--- src/rtl/mems_dac_ctrl.sv ---
// MEMS mirror DAC sequencer: initialises the DAC over an SPI master, then streams
// each accepted (x, y) deflection as four differential-pair DAC writes.
module mems_dac_ctrl #(
  parameter logic [15:0] BIAS    = 16'h8000,
  parameter logic [23:0] INIT0   = 24'h280001,
  parameter logic [23:0] INIT1   = 24'h380001,
  parameter int unsigned TIMEOUT = 1023
) (
  input  logic        clk,
  input  logic        rst_n,
  input  logic        enable,
  input  logic [15:0] x_in,
  input  logic [15:0] y_in,
  input  logic        pos_valid,
  output logic        pos_ready,
  output logic [23:0] spi_data,
  output logic        spi_start,
  input  logic        spi_busy,
  input  logic        spi_done,
  output logic        init_done,
  output logic        frame_done,
  output logic        fault,
  output logic        busy
);

  // Timer only ever holds 0..TIMEOUT-1; the TIMEOUT-th cycle becomes the fault.
  localparam int TW = (TIMEOUT < 2) ? 1 : $clog2(TIMEOUT);
  localparam logic [TW-1:0] TIMER_LAST = TW'(TIMEOUT - 1);

  typedef enum logic [2:0] {
    S_INIT_SEND,
    S_INIT_WAIT,
    S_READY,
    S_FR_SEND,
    S_FR_WAIT,
    S_FAULT
  } state_t;

  state_t            state_q, state_d;
  logic [1:0]        idx_q, idx_d;
  logic [TW-1:0]     timer_q, timer_d;
  logic              spi_start_q, spi_start_d;
  logic [23:0]       spi_data_q, spi_data_d;
  logic              init_done_q, init_done_d;
  logic              frame_done_q, frame_done_d;
  logic              fault_q, fault_d;
  logic [3:0][15:0]  code_q, code_d;
  logic [3:0][15:0]  code_new;
  logic              accept;

  // Codes 0..3 are BIAS+x, BIAS-x, BIAS+y, BIAS-y, saturated to the DAC range.
  generate
    for (genvar gi = 0; gi < 4; gi++) begin : g_code
      logic signed [17:0] operand;
      logic signed [17:0] sum;
      assign operand = (gi < 2) ? {{2{x_in[15]}}, x_in} : {{2{y_in[15]}}, y_in};
      assign sum = (gi % 2 == 0) ? ($signed({2'b00, BIAS}) + operand)
                                 : ($signed({2'b00, BIAS}) - operand);
      assign code_new[gi] = sum[17] ? 16'h0000 : (sum[16] ? 16'hFFFF : sum[15:0]);
    end
  endgenerate

  function automatic logic [23:0] frame_word(input logic [1:0] i, input logic [15:0] d);
    logic [2:0] cmd;
    cmd = (i == 2'd3) ? 3'b010 : 3'b000;
    return {2'b00, cmd, 1'b0, i, d};
  endfunction

  assign pos_ready  = (state_q == S_READY) & enable & init_done_q & ~fault_q;
  assign accept     = pos_valid & pos_ready;
  assign spi_start  = spi_start_q;
  assign spi_data   = spi_data_q;
  assign init_done  = init_done_q;
  assign frame_done = frame_done_q;
  assign fault      = fault_q;
  assign busy       = (state_q != S_READY) && (state_q != S_FAULT);

  always_comb begin
    state_d      = state_q;
    idx_d        = idx_q;
    timer_d      = timer_q;
    spi_start_d  = 1'b0;
    spi_data_d   = spi_data_q;
    init_done_d  = init_done_q;
    frame_done_d = 1'b0;
    fault_d      = fault_q;
    code_d       = code_q;

    case (state_q)
      S_INIT_SEND: begin
        if (!spi_busy) begin
          spi_start_d = 1'b1;
          spi_data_d  = idx_q[0] ? INIT1 : INIT0;
          timer_d     = '0;
          state_d     = S_INIT_WAIT;
        end
      end
      S_INIT_WAIT, S_FR_WAIT: begin
        // A done landing on the last timer cycle still wins over the timeout.
        if (spi_done) begin
          if (state_q == S_INIT_WAIT && idx_q == 2'd1) begin
            idx_d       = '0;
            init_done_d = 1'b1;
            state_d     = S_READY;
          end else if (state_q == S_FR_WAIT && idx_q == 2'd3) begin
            idx_d        = '0;
            frame_done_d = 1'b1;
            state_d      = S_READY;
          end else begin
            idx_d   = idx_q + 2'd1;
            state_d = (state_q == S_INIT_WAIT) ? S_INIT_SEND : S_FR_SEND;
          end
        end else if (timer_q == TIMER_LAST) begin
          fault_d = 1'b1;
          state_d = S_FAULT;
        end else begin
          timer_d = timer_q + 1'b1;
        end
      end
      S_READY: begin
        if (accept) begin
          code_d = code_new;
          idx_d  = '0;
          // Launch word 0 straight from the fresh codes to save a cycle.
          if (!spi_busy) begin
            spi_start_d = 1'b1;
            spi_data_d  = frame_word(2'd0, code_new[0]);
            timer_d     = '0;
            state_d     = S_FR_WAIT;
          end else begin
            state_d = S_FR_SEND;
          end
        end
      end
      S_FR_SEND: begin
        if (!spi_busy) begin
          spi_start_d = 1'b1;
          spi_data_d  = frame_word(idx_q, code_q[idx_q]);
          timer_d     = '0;
          state_d     = S_FR_WAIT;
        end
      end
      S_FAULT: begin
        state_d = S_FAULT;
      end
      default: begin
        state_d = S_INIT_SEND;
        idx_d   = '0;
      end
    endcase
  end

  always_ff @(posedge clk or negedge rst_n) begin
    if (!rst_n) begin
      state_q      <= S_INIT_SEND;
      idx_q        <= '0;
      timer_q      <= '0;
      spi_start_q  <= 1'b0;
      spi_data_q   <= '0;
      init_done_q  <= 1'b0;
      frame_done_q <= 1'b0;
      fault_q      <= 1'b0;
      code_q       <= '0;
    end else begin
      state_q      <= state_d;
      idx_q        <= idx_d;
      timer_q      <= timer_d;
      spi_start_q  <= spi_start_d;
      spi_data_q   <= spi_data_d;
      init_done_q  <= init_done_d;
      frame_done_q <= frame_done_d;
      fault_q      <= fault_d;
      code_q       <= code_d;
    end
  end

endmodule

--- config.mk ---
export PLATFORM = sky130hd
export DESIGN_NAME = mems_dac_ctrl
export DESIGN_NICKNAME = d
export VERILOG_FILES = /design/src/rtl/mems_dac_ctrl.sv
export SDC_FILE = /design/constraint.sdc
export NUM_CORES = 1
export LEC_CHECK = 0
export BUFFER_PORTS_ARGS = -buffer_cell sky130_fd_sc_hd__buf_2
export CAP_MARGIN = 10
export CORE_MARGIN = 2
export CORE_UTILIZATION = 62
export DETAILED_ROUTE_END_ITERATION = 8
export PLACE_DENSITY = 0.95
export SKIP_LAST_GASP = 1
export SLEW_MARGIN = 30
export SYNTH_ARGS = -nofsm -noshare
export SYNTH_HDL_FRONTEND = slang
export SYNTH_SLANG_ARGS = --single-unit
--- constraint.sdc ---
create_clock -name clk -period 4.3 [get_ports clk]
set_input_delay 0.43 -clock clk [delete_from_list [all_inputs] [get_ports clk]]
set_output_delay 0.43 -clock clk [all_outputs]
set_load 0.05 [all_outputs]
==> results.yml <==
global_route:
  antenna_violations_before_repair: 0
  use_met1_pct: 37.9
  grt.busiest_layer: "met2"
  gr-total-overflow: 0
  groute.layer.met3.usage_pct: 6.42
  grt_pass1_wl_mm: 20.6
  groute.usage.overall_pct: 29.4
  globalRouteMet2Util_pct: 49.7
  first_global_vias: 4220
  maximum_number_of_pins_on_one_net_before_global_route_repair: 70
yosys:
  gate_count_after_technology_mapping: 511
  number_of_enable_flip_flop_cells_after_synthesis: 0
  syn-mean-instance-area_um2: 10.3
  netlist_area_um2: 5290
  number_of_distinct_library_cell_variants_in_the_gate_level_netlist_after_synthesis: 64
  synth-seq-cells: 103
  yosys_most_used_dff: "sky130_fd_sc_hd__dfrtp_1"
  yosysSeqAreaShare_pct: 48.7
  yosys_warnings: 0
  asyncSetResetFlopFracSynth_pct: 100
timing:
  hold_viol: 0
  unrepaired_setup_endpoints_after_global_routing: "false"
  final.min_clock_period_ps: 2760
  report.final.slew_viol_count: 0
  final-setup-viol-count: 0
  whs_ps: 150
  timing.setup.tns_ps: 0
  timing.slew.headroom_pct: 36.4
  layout_setup_ws_ps: 1540
  final_min_period_over_clock_period_pct: 64.3
  worst_clock_skew_on_the_final_layout_ps: 8.88
  max_freq_mhz: 362
  tightestPinTransition_ps: 955
hold_path:
  hold_path.class: "primary input to async pin"
floorplan:
  chipWidth_um: 96.4
  std_cell_rows: 33
  die_height_um: 96.4
  floorplan.initialDensity_pct: 64.0
  ioPinCount: 68
  placeableCoreArea_um2: 8260
  design.die.area_um2: 9280
cells_and_area:
  finalInstanceArea_um2: 5840
  layout.cells.most_common: "sky130_fd_sc_hd__nand2_1"
  mostFrequentLayoutCells: "115 x sky130_fd_sc_hd__nand2_1, 102 x sky130_fd_sc_hd__dfrtp_1, 63 x sky130_fd_sc_hd__buf_2, 25 x sky130_fd_sc_hd__o21ai_0, 25 x sky130_fd_sc_hd__o22a_1"
  synthesis_to_finish_area_growth_pct: 10.4
  finalNetCount: 606
  num-fill-cells: 618
  layout-drive-gt1-share_pct: 20.8
  antenna-diode-count: 0
drt:
  antenna_violating_nets_post_route: 0
  drc: 0
  avgViaCountPerCell: 6.32
  drt_iter0_markers: 272
  drt_first_pass_iters: 4
  drt-total-wl_mm: 12.5
  wire_per_inst_um: 18.6
  vias: 4249
critical_path:
  worst-endpoint-arrival_ps: 3030
  crit_path_max_fanout: 25
  critical_path_required_ps: 4570
  crit_path_top_delay_cell: "sky130_fd_sc_hd__dfrtp_1"
  crit_path_cell_trace: "nor2b_1, a2111o_1, inv_2, and3_1, a221o_1"
  worst-setup-path-type: "flop to flop"
  worst_stage_delay_on_the_critical_path_ps: 800
  critPathLaunchType: "flop"
  end_kind: "flop"
power:
  power.density_cell_area_nw_per_um2: 618
  peakVddDrop_mv: 0.255
  leakagePower_nw: 2.74
clocking:
  cts-hold-fix-buffers: 0
  tritoncts_clock_tree: "built"
  clk_pin_slew_ps: 100
  cts_made_buffers: 9
  maximum_root_to_sink_buffer_count: 2
  cts_sinks: 103
  cts.htree.levels: 3
  post_cts.repair.setup_buffers: 0
  cts.root.buffer_cell: "sky130_fd_sc_hd__clkbuf_8"
  clk-insertion-delay-late_ps: 380
  post_cts_resized: 0
placement:
  hpwlAfterDp_mm: 8.90
  dp_slack_ps: 1630
  buffer_ports.inserted: 64
  placedInstanceArea_um2: 5640
  place_congestion: 0.880
status:
  run_status: "finished clean"
run:
  timing.max_cap.violations: 0
-- path summary, 6_finish.rpt --
kind	startpoint	end	slack, ps	cells past startpoint
hold / removal	rst_n	idx_q[1]	150	1
setup reg to reg	state_q[0]	spi_data[8]	1540	5
min in group clk	y_in[8]	code_q[40]	280	3
setup / recovery	state_q[0]	spi_data[8]	1540	5
hold reg to reg	code_q[8]	code_q[8]	490	2
max in group asynchronous	rst_n	spi_data[2]	3160	2
-- state kept, by name, indices dropped and copies added, names as in the netlist --
register,cells
spi_data,20
init_done,1
timer_q,10
code_q,64
fault,1
spi_start,1
state_q,3
idx_q,2
frame_done,1
-- synthesized netlist by cell type (all sizes together), types with 3 or more instances --
| cell | count | area share, % |
|---|---|---|
| a211oi | 3 | 0.52 |
| a21oi | 6 | 0.57 |
| a221o | 10 | 1.9 |
| a22o | 4 | 0.66 |
| a31oi | 3 | 0.35 |
| and3 | 10 | 1.3 |
| buf | 13 | 1.7 |
| clkbuf | 18 | 1.3 |
| dfrtp | 103 | 49 |
| ha | 6 | 1.4 |
| inv | 11 | 0.78 |
| mux2i | 6 | 1.1 |
| mux4 | 16 | 6.8 |
| nand2 | 116 | 8.3 |
| nand2b | 6 | 0.76 |
| nand3 | 7 | 0.66 |
| nand4 | 4 | 0.47 |
| nor2 | 24 | 1.8 |
| nor2b | 4 | 0.47 |
| nor3 | 11 | 1.4 |
| nor3b | 4 | 0.57 |
| nor4 | 6 | 0.99 |
| o211ai | 4 | 0.57 |
| o21ai | 25 | 2.4 |
| o22a | 25 | 4.1 |
| o31ai | 10 | 1.4 |
| or2 | 3 | 0.35 |
| or4 | 5 | 0.85 |
| xnor2 | 18 | 3.0 |
| xor2 | 7 | 1.2 |
-- critical path: cells and delay by family, from the launching register on --
family,cells,cell delay (ps)
compound gates,2,960
buf+inv,1,290
flops,1,800
simple gates,2,590
-- kinds of logic after synthesis --
kind of cell,count (synthesis),synth area share [%]
buffers and inverters,42,3.72
AND/OR/NAND/NOR,210,19.5
AO/OA/AOI/OAI,101,14.2
adder cells (fa/ha/maj),6,1.42
other,1,0.0709
XOR/XNOR,25,4.14
flip-flops,103,48.7
multiplexers,23,8.16
-- power by group --
part           internal [W]  leakage, nW  switching, W
Clock              0.000243        0.103      0.000366
Combinational      0.000564         1.27      0.000784
Sequential          0.00130         1.37      0.000347
-- metrics by stage --
step	std cells	power, W	utilization, %
final	672	0.00360	70.7
after global routing	672	0.00380	70.7
after CTS	672	0.00360	70.7
after detailed placement	656	0.00300	68.3
after global placement	656	0.00290	68.3
after floorplan	513	0.00261	-
-- final cells by class --
type / instances / area (um^2) / share of cell area [%]
Clock buffer: 10 / 138 / 2.36
Timing Repair Buffer: 69 / 360 / 6.17
Clock inverter: 6 / 60.1 / 1.03
Sequential cell: 103 / 2580 / 44.2
Multi-Input combinational cell: 368 / 2530 / 43.3
Inverter: 11 / 41.3 / 0.708
Tap cell: 105 / 131 / 2.25
-- per-layer routing --
metal	part of all wire, %	wire length (um)	vias up
met5	0	0	-
met4	1.7	212	0
met3	6.1	758	25
met2	51	6350	162
met1	42	5210	2130
li1	-	-	1932
No activity file was read; power rests on OpenSTA's default activity.
